<file path="src/rtl/ps2_kbd_matrix.sv">
// PS/2 set-2 keyboard to ZX Spectrum 8x5 key matrix responder for the ULA row scan.
// Optional build macro CURSOR_KEYS_EN adds cursor/backspace keys as CAPS+digit chords.
module ps2_kbd_matrix #(
  parameter int FILTER_LEN     = 8,
  parameter int TIMEOUT_CYCLES = 14000
) (
  input  logic       clk14,
  input  logic       reset_n,
  input  logic       ps2_clk,
  input  logic       ps2_data,
  input  logic [7:0] rows,
  output logic [4:0] kbcolumns,
  output logic [7:0] code,
  output logic       code_strobe,
  output logic       frame_err,
  output logic       key_reset
);

  localparam int FW = $clog2(FILTER_LEN + 1);
  localparam int TW = $clog2(TIMEOUT_CYCLES + 1);
`ifdef CURSOR_KEYS_EN
  localparam int NCAPS = 7;  // lshift, rshift, left, down, up, right, backspace
`else
  localparam int NCAPS = 2;  // lshift, rshift
`endif

  typedef enum logic [2:0] {
    ST_NORMAL, ST_BREAK, ST_EXT, ST_EXT_BREAK, ST_SKIP
  } dec_state_e;

  logic ps2_clk_s1_q, ps2_clk_s1_d, ps2_clk_s2_q, ps2_clk_s2_d;
  logic ps2_data_s1_q, ps2_data_s1_d, ps2_data_s2_q, ps2_data_s2_d;
  logic filt_clk_q, filt_clk_d;
  logic [FW-1:0] filt_cnt_q, filt_cnt_d;
  logic [3:0] bit_cnt_q, bit_cnt_d;
  logic [7:0] shift_q, shift_d;
  logic parity_q, parity_d;
  logic [TW-1:0] tmo_q, tmo_d;
  dec_state_e state_q, state_d;
  logic [2:0] skip_q, skip_d;
  logic [39:0] keys_q, keys_d;
  logic [NCAPS-1:0] caps_q, caps_d;
  logic [1:0] sym_q, sym_d;
  logic f12_q, f12_d;
  logic [7:0] code_q, code_d;
  logic strobe_q, strobe_d;
  logic err_q, err_d;

  logic fall, byte_ok, make, ext;
  logic [6:0] map_hit;
  logic [39:0] matrix;
  logic [4:0] col_act;

  // Returns {hit, matrix index} for plain (non-extended) keys; index = row*5 + column.
  function automatic logic [6:0] map_base(input logic [7:0] b);
    case (b)
      8'h1A: map_base = {1'b1, 6'd1};   8'h22: map_base = {1'b1, 6'd2};
      8'h21: map_base = {1'b1, 6'd3};   8'h2A: map_base = {1'b1, 6'd4};
      8'h1C: map_base = {1'b1, 6'd5};   8'h1B: map_base = {1'b1, 6'd6};
      8'h23: map_base = {1'b1, 6'd7};   8'h2B: map_base = {1'b1, 6'd8};
      8'h34: map_base = {1'b1, 6'd9};   8'h15: map_base = {1'b1, 6'd10};
      8'h1D: map_base = {1'b1, 6'd11};  8'h24: map_base = {1'b1, 6'd12};
      8'h2D: map_base = {1'b1, 6'd13};  8'h2C: map_base = {1'b1, 6'd14};
      8'h16: map_base = {1'b1, 6'd15};  8'h1E: map_base = {1'b1, 6'd16};
      8'h26: map_base = {1'b1, 6'd17};  8'h25: map_base = {1'b1, 6'd18};
      8'h2E: map_base = {1'b1, 6'd19};  8'h45: map_base = {1'b1, 6'd20};
      8'h46: map_base = {1'b1, 6'd21};  8'h3E: map_base = {1'b1, 6'd22};
      8'h3D: map_base = {1'b1, 6'd23};  8'h36: map_base = {1'b1, 6'd24};
      8'h4D: map_base = {1'b1, 6'd25};  8'h44: map_base = {1'b1, 6'd26};
      8'h43: map_base = {1'b1, 6'd27};  8'h3C: map_base = {1'b1, 6'd28};
      8'h35: map_base = {1'b1, 6'd29};  8'h5A: map_base = {1'b1, 6'd30};
      8'h4B: map_base = {1'b1, 6'd31};  8'h42: map_base = {1'b1, 6'd32};
      8'h3B: map_base = {1'b1, 6'd33};  8'h33: map_base = {1'b1, 6'd34};
      8'h29: map_base = {1'b1, 6'd35};  8'h3A: map_base = {1'b1, 6'd37};
      8'h31: map_base = {1'b1, 6'd38};  8'h32: map_base = {1'b1, 6'd39};
      default: map_base = 7'd0;
    endcase
  endfunction

  always_comb begin
    ps2_clk_s1_d  = ps2_clk;
    ps2_clk_s2_d  = ps2_clk_s1_q;
    ps2_data_s1_d = ps2_data;
    ps2_data_s2_d = ps2_data_s1_q;
    filt_clk_d = filt_clk_q;
    filt_cnt_d = '0;
    bit_cnt_d  = bit_cnt_q;
    shift_d    = shift_q;
    parity_d   = parity_q;
    tmo_d      = tmo_q;
    state_d    = state_q;
    skip_d     = skip_q;
    keys_d     = keys_q;
    caps_d     = caps_q;
    sym_d      = sym_q;
    f12_d      = f12_q;
    code_d     = code_q;
    strobe_d   = 1'b0;
    err_d      = 1'b0;
    fall       = 1'b0;
    byte_ok    = 1'b0;
    make       = 1'b0;
    ext        = 1'b0;
    map_hit    = 7'd0;

    // Glitch filter: the level flips only after FILTER_LEN consecutive differing samples.
    if (ps2_clk_s2_q != filt_clk_q) begin
      if (filt_cnt_q == FW'(FILTER_LEN - 1)) begin
        filt_clk_d = ps2_clk_s2_q;
        fall       = filt_clk_q;
      end else begin
        filt_cnt_d = filt_cnt_q + 1'b1;
      end
    end

    if (fall) begin
      tmo_d = '0;
      case (bit_cnt_q)
        4'd0: begin
          if (ps2_data_s2_q) err_d = 1'b1;
          else               bit_cnt_d = 4'd1;
        end
        4'd9: begin
          parity_d  = ps2_data_s2_q;
          bit_cnt_d = 4'd10;
        end
        4'd10: begin
          bit_cnt_d = 4'd0;
          if (ps2_data_s2_q && (^{shift_q, parity_q})) byte_ok = 1'b1;
          else                                       err_d   = 1'b1;
        end
        default: begin
          shift_d   = {ps2_data_s2_q, shift_q[7:1]};
          bit_cnt_d = bit_cnt_q + 4'd1;
        end
      endcase
    end else if (bit_cnt_q != 4'd0) begin
      if (tmo_q == TW'(TIMEOUT_CYCLES - 1)) begin
        bit_cnt_d = 4'd0;
        tmo_d     = '0;
      end else begin
        tmo_d = tmo_q + 1'b1;
      end
    end else begin
      tmo_d = '0;
    end

    if (byte_ok) begin
      code_d   = shift_q;
      strobe_d = 1'b1;
      if (state_q == ST_SKIP) begin
        // Pause sequence tail: swallow the remaining bytes without decoding.
        skip_d = skip_q - 3'd1;
        if (skip_q == 3'd1) state_d = ST_NORMAL;
      end else if (shift_q == 8'hE1) begin
        state_d = ST_SKIP;
        skip_d  = 3'd7;
      end else if (shift_q == 8'hF0 && state_q == ST_NORMAL) begin
        state_d = ST_BREAK;
      end else if (shift_q == 8'hF0 && state_q == ST_EXT) begin
        state_d = ST_EXT_BREAK;
      end else if (shift_q == 8'hE0 && state_q == ST_NORMAL) begin
        state_d = ST_EXT;
      end else begin
        make    = (state_q == ST_NORMAL) || (state_q == ST_EXT);
        ext     = (state_q == ST_EXT) || (state_q == ST_EXT_BREAK);
        state_d = ST_NORMAL;
        if (!ext) begin
          map_hit = map_base(shift_q);
          if (map_hit[6]) keys_d[map_hit[5:0]] = make;
          case (shift_q)
            8'h12: caps_d[0] = make;
            8'h59: caps_d[1] = make;
            8'h14: sym_d[0]  = make;
            8'h07: f12_d     = make;
`ifdef CURSOR_KEYS_EN
            8'h66: caps_d[6] = make;
`endif
            default: ;
          endcase
        end else begin
          case (shift_q)
            8'h5A: keys_d[30] = make;
            8'h14: sym_d[1]   = make;
`ifdef CURSOR_KEYS_EN
            8'h6B: caps_d[2] = make;
            8'h72: caps_d[3] = make;
            8'h75: caps_d[4] = make;
            8'h74: caps_d[5] = make;
`endif
            default: ;
          endcase
        end
      end
    end
  end

  // Shared keys are the OR of their sources so one release never cancels another holder.
  always_comb begin
    matrix     = keys_q;
    matrix[0]  = |caps_q;
    matrix[36] = |sym_q;
`ifdef CURSOR_KEYS_EN
    matrix[19] = keys_q[19] | caps_q[2];
    matrix[24] = keys_q[24] | caps_q[3];
    matrix[23] = keys_q[23] | caps_q[4];
    matrix[22] = keys_q[22] | caps_q[5];
    matrix[20] = keys_q[20] | caps_q[6];
`endif
    col_act = 5'b00000;
    for (int i = 0; i < 8; i++) begin
      for (int j = 0; j < 5; j++) begin
        if (!rows[i]) col_act[j] = col_act[j] | matrix[i*5 + j];
      end
    end
  end

  always_ff @(posedge clk14 or negedge reset_n) begin
    if (!reset_n) begin
      ps2_clk_s1_q  <= 1'b1;
      ps2_clk_s2_q  <= 1'b1;
      ps2_data_s1_q <= 1'b1;
      ps2_data_s2_q <= 1'b1;
      filt_clk_q    <= 1'b1;
      filt_cnt_q    <= '0;
      bit_cnt_q     <= 4'd0;
      shift_q       <= 8'h00;
      parity_q      <= 1'b0;
      tmo_q         <= '0;
      state_q       <= ST_NORMAL;
      skip_q        <= 3'd0;
      keys_q        <= 40'd0;
      caps_q        <= '0;
      sym_q         <= 2'b00;
      f12_q         <= 1'b0;
      code_q        <= 8'h00;
      strobe_q      <= 1'b0;
      err_q         <= 1'b0;
    end else begin
      ps2_clk_s1_q  <= ps2_clk_s1_d;
      ps2_clk_s2_q  <= ps2_clk_s2_d;
      ps2_data_s1_q <= ps2_data_s1_d;
      ps2_data_s2_q <= ps2_data_s2_d;
      filt_clk_q    <= filt_clk_d;
      filt_cnt_q    <= filt_cnt_d;
      bit_cnt_q     <= bit_cnt_d;
      shift_q       <= shift_d;
      parity_q      <= parity_d;
      tmo_q         <= tmo_d;
      state_q       <= state_d;
      skip_q        <= skip_d;
      keys_q        <= keys_d;
      caps_q        <= caps_d;
      sym_q         <= sym_d;
      f12_q         <= f12_d;
      code_q        <= code_d;
      strobe_q      <= strobe_d;
      err_q         <= err_d;
    end
  end

  assign kbcolumns   = ~col_act;
  assign code        = code_q;
  assign code_strobe = strobe_q;
  assign frame_err   = err_q;
  assign key_reset   = f12_q;

endmodule
</file>
<file path="config.mk">
export PLATFORM = sky130hd
export DESIGN_NAME = ps2_kbd_matrix
export DESIGN_NICKNAME = d
export VERILOG_FILES = /design/src/rtl/ps2_kbd_matrix.sv
export SDC_FILE = /design/constraint.sdc
export NUM_CORES = 1
export LEC_CHECK = 0
export ABC_AREA = 1
export CAP_MARGIN = 0
export CORE_UTILIZATION = 45
export DETAILED_ROUTE_END_ITERATION = 12
export SYNTH_ARGS = -nofsm -noshare
export SYNTH_HDL_FRONTEND = slang
export SYNTH_SLANG_ARGS = --single-unit
</file>
<file path="constraint.sdc">
create_clock -name clk14 -period 5.3 [get_ports clk14]
set_input_delay 1.325 -clock clk14 [delete_from_list [all_inputs] [get_ports clk14]]
set_output_delay 1.325 -clock clk14 [all_outputs]
set_load 0.01 [all_outputs]
</file>
==> impl_results.md <==
- Top area cells in the synthesized netlist: sky130_fd_sc_hd__dfrtp_1, sky130_fd_sc_hd__nand2_1, sky130_fd_sc_hd__inv_1
- Async set-or-reset flop fraction in the synthesized netlist: 1.00
- I/O pin count: 28
- Post-synthesis average cell area: 7.69 sq um
- Leading register cell type out of synthesis: sky130_fd_sc_hd__dfrtp_1
- Total power density per cell area: 245 nW/um^2
- Number of distinct library cells after synthesis: 48
- Vias post-DR: 4786
- Vert. Die Dim: 113 microns
- Setup skew after layout: 11.2 ps
- Layout cell share with drive strength beyond 1: 0.0895
- Post-synth top area cell: sky130_fd_sc_hd__dfrtp_1
- Proportion of synthesized chip area in sequential cells: 0.430
- Core Footprint: 12000 sq um
- Number of enable flip-flop cells after synthesis: 0
- # setup viols final: 0
- Max-slew violations: 0
- Fraction of post-synthesis cell area in the top cell type by area: 0.406
- Die outline area: 12800 sq um
- Largest net degree at the start of global routing: 59
- Overall overflow remaining after global route: 0
- Weighted congestion at the end of routability-driven global placement: 0.900
- Final antenna-violating net count: 0
- # Post-CTS Setup Buffers: 0
- Post-DP HPWL: 9.74 mm
- Critical path startpoint category: input pin
- Most common cell in the synthesized netlist: sky130_fd_sc_hd__nand2_1
- Peak supply drop: 0.206 mV
- Highest fanout seen on the critical path: 3
- Cell count after synthesis: 722
- Upper clock frequency limit: 214 MHz
- Core utilization of the finished layout: 0.521
- Data arrival time of the worst path: 3360 ps
- Initial Utilization: 0.462
- Worst endpoint required time: 3970 ps
- Total Wirelength: 13.4 mm
- Clock buffer count from CTS: 9
- Root buffer selected by CTS: sky130_fd_sc_hd__clkbuf_16
- Final Instance Count excl. Fillers: 896
- Vias per inst: 5.34
- Clock tree from TritonCTS: done
- Net count of the mapped netlist: 749
- Number of synthesis warnings: 0
- Worst Max-Slew Pin Slew: 933 ps
- Number of detailed-routing iterations run before antenna repair: 5
- First-pass GRT wire length: 22.5 mm
- Clock tree sinks: 95
- Count of final hold-check violations: 0
- Gates resized, CTS repair: 0
- H-tree depth reported by CTS: 3
- Static leakage power: 2.97 nW
- CP Capture Type: primary output
- Flop-to-flop setup slack: 2200 ps
- Result of the run: completed
- Most instantiated cells after synthesis: sky130_fd_sc_hd__nand2_1, sky130_fd_sc_hd__dfrtp_1, sky130_fd_sc_hd__inv_1, sky130_fd_sc_hd__nor2_1, sky130_fd_sc_hd__nand3_1
- Clock Tree Buf Depth: 2
- Number of violations reported at the end of detailed-routing iteration 0: 388
- Class of the tightest hold or removal check: flip-flop to flip-flop
- Count of inserted antenna diode cells: 0
- RSZ-0062 raised after global routing: false
- Cell area after synthesis: 5550 sq um
- Number of antenna violations at the first check in global routing: 0
- Hold buffer count at cts: 0
- Area grow syn2layout: 12.7%
- Net count reported at finish: 771
- Final Cycle Share: 0.883
- GR Util All Layers: 0.226
- Count of unresolved DRC violations after routing: 0
- Synthesis-stage register bit count: 95
- Max Cap Viol: 0
- Worst setup path class: input pin to primary output
- Max-slew headroom at the worst pin: 0.377
- Port bufs: 27
- Clk slew on worst S/H paths: 60 ps
- Fill cell count: 1180
- Shortest clock period the worst path allows after layout: 4680 ps
- Placed cell count: 880
- Number of rows in the core area: 40
- Die width: 113 microns
- Via count of the first global-routing pass: 4681
- Routed wirelength normalized by instance count: 14.9 microns
- Post-route setup TNS: 0 ps
- Clock Latency Late Sink: 360 ps
## state kept, by name, indices dropped and copies added, names as in the netlist, 2 cells and up
| register | flops |
|---|---|
| state_q | 3 |
| caps_q | 2 |
| keys_q | 38 |
| shift_q | 8 |
| tmo_q | 14 |
| sym_q | 2 |
| bit_cnt_q | 4 |
| skip_q | 3 |
| filt_cnt_q | 4 |
| code | 8 |
## worst max-delay path, stage by stage
cell	delay (ps)
sky130_fd_sc_hd__clkdlybuf4s50_1	520
sky130_fd_sc_hd__inv_1	80
sky130_fd_sc_hd__a21oi_1	120
sky130_fd_sc_hd__o21ai_0	110
sky130_fd_sc_hd__a21oi_1	180
sky130_fd_sc_hd__o221ai_1	140
sky130_fd_sc_hd__a221oi_1	270
sky130_fd_sc_hd__clkdlybuf4s50_1	590
## worst paths after layout
check                              from      endpoint  cells past startpoint
max                             rows[1]  kbcolumns[0]                      8
min                        ps2_clk_s1_q  ps2_clk_s2_q                      0
max reg2reg                  state_q[2]    keys_q[10]                     11
min reg2reg                ps2_clk_s1_q  ps2_clk_s2_q                      0
max in group asynchronous       reset_n     keys_q[7]                      2
min in group asynchronous       reset_n     skip_q[0]                      1
## area by class of cell
cell class	count	area [sq um]	share of cell area
inverter	101	387	0.0618
clock inverter	5	85.1	0.0136
clock buffer	11	253	0.0404
sequential	95	2380	0.381
tap	147	184	0.0294
multi-input combinational	509	2690	0.430
timing repair buffer	28	275	0.0440
## metrics by stage
step | area [sq um] | hold WS [ps] | setup slack (ps) | total power, W
2_1_floorplan | 5550 | 345 | 1860 | 0.000785
3_3_place_gp | 5920 | 346 | 706 | 0.000815
3_5_place_dp | 5920 | 348 | 661 | 0.000819
4_1_cts | 6250 | 357 | 661 | 0.00155
5_1_grt | 6250 | 359 | 540 | 0.00158
6_report | 6250 | 357 | 619 | 0.00153
## cell families after synthesis
kind of cell,share of synthesized area
and+or+nand+nor,0.286
AOI/OAI and AO/OA,0.135
buffers and inverters,0.0864
DFF,0.430
xor gates and xnor gates,0.0237
adders and majority gates,0.0338
muxes,0.00564
## placed cells by master, fill, tap and decap left out, drive strengths merged, types with 3 or more instances in the layout
cell type	Yosys	final
nand2	179	179
inv	101	103
dfrtp	90	90
nor2	76	76
o21ai	72	72
nand3	68	68
clkdlybuf4s50	0	26
a21oi	24	24
ha	15	15
nor3	14	14
clkbuf	5	11
xor2	9	9
o22ai	7	7
xnor2	6	6
o211ai	5	5
o221ai	5	5
dfstp	5	5
nor4	4	4
nand4	3	3
o21bai	3	3
a221oi	3	3
## layer usage
layer  track usage  part of all wire
met5             0                 0
met2         0.362              0.47
met1         0.294              0.46
met3        0.0386             0.043
met4         0.118             0.026
## power by group
part | internal, W | total (W) | leakage [nW] | switching (W)
Clock | 0.000442 | 0.000728 | 0.163 | 0.000286
Sequential | 0.000740 | 0.000750 | 1.31 | 0.00000976
Combinational | 0.0000187 | 0.0000527 | 1.50 | 0.0000340
Power figures use the tool's default switching activity.
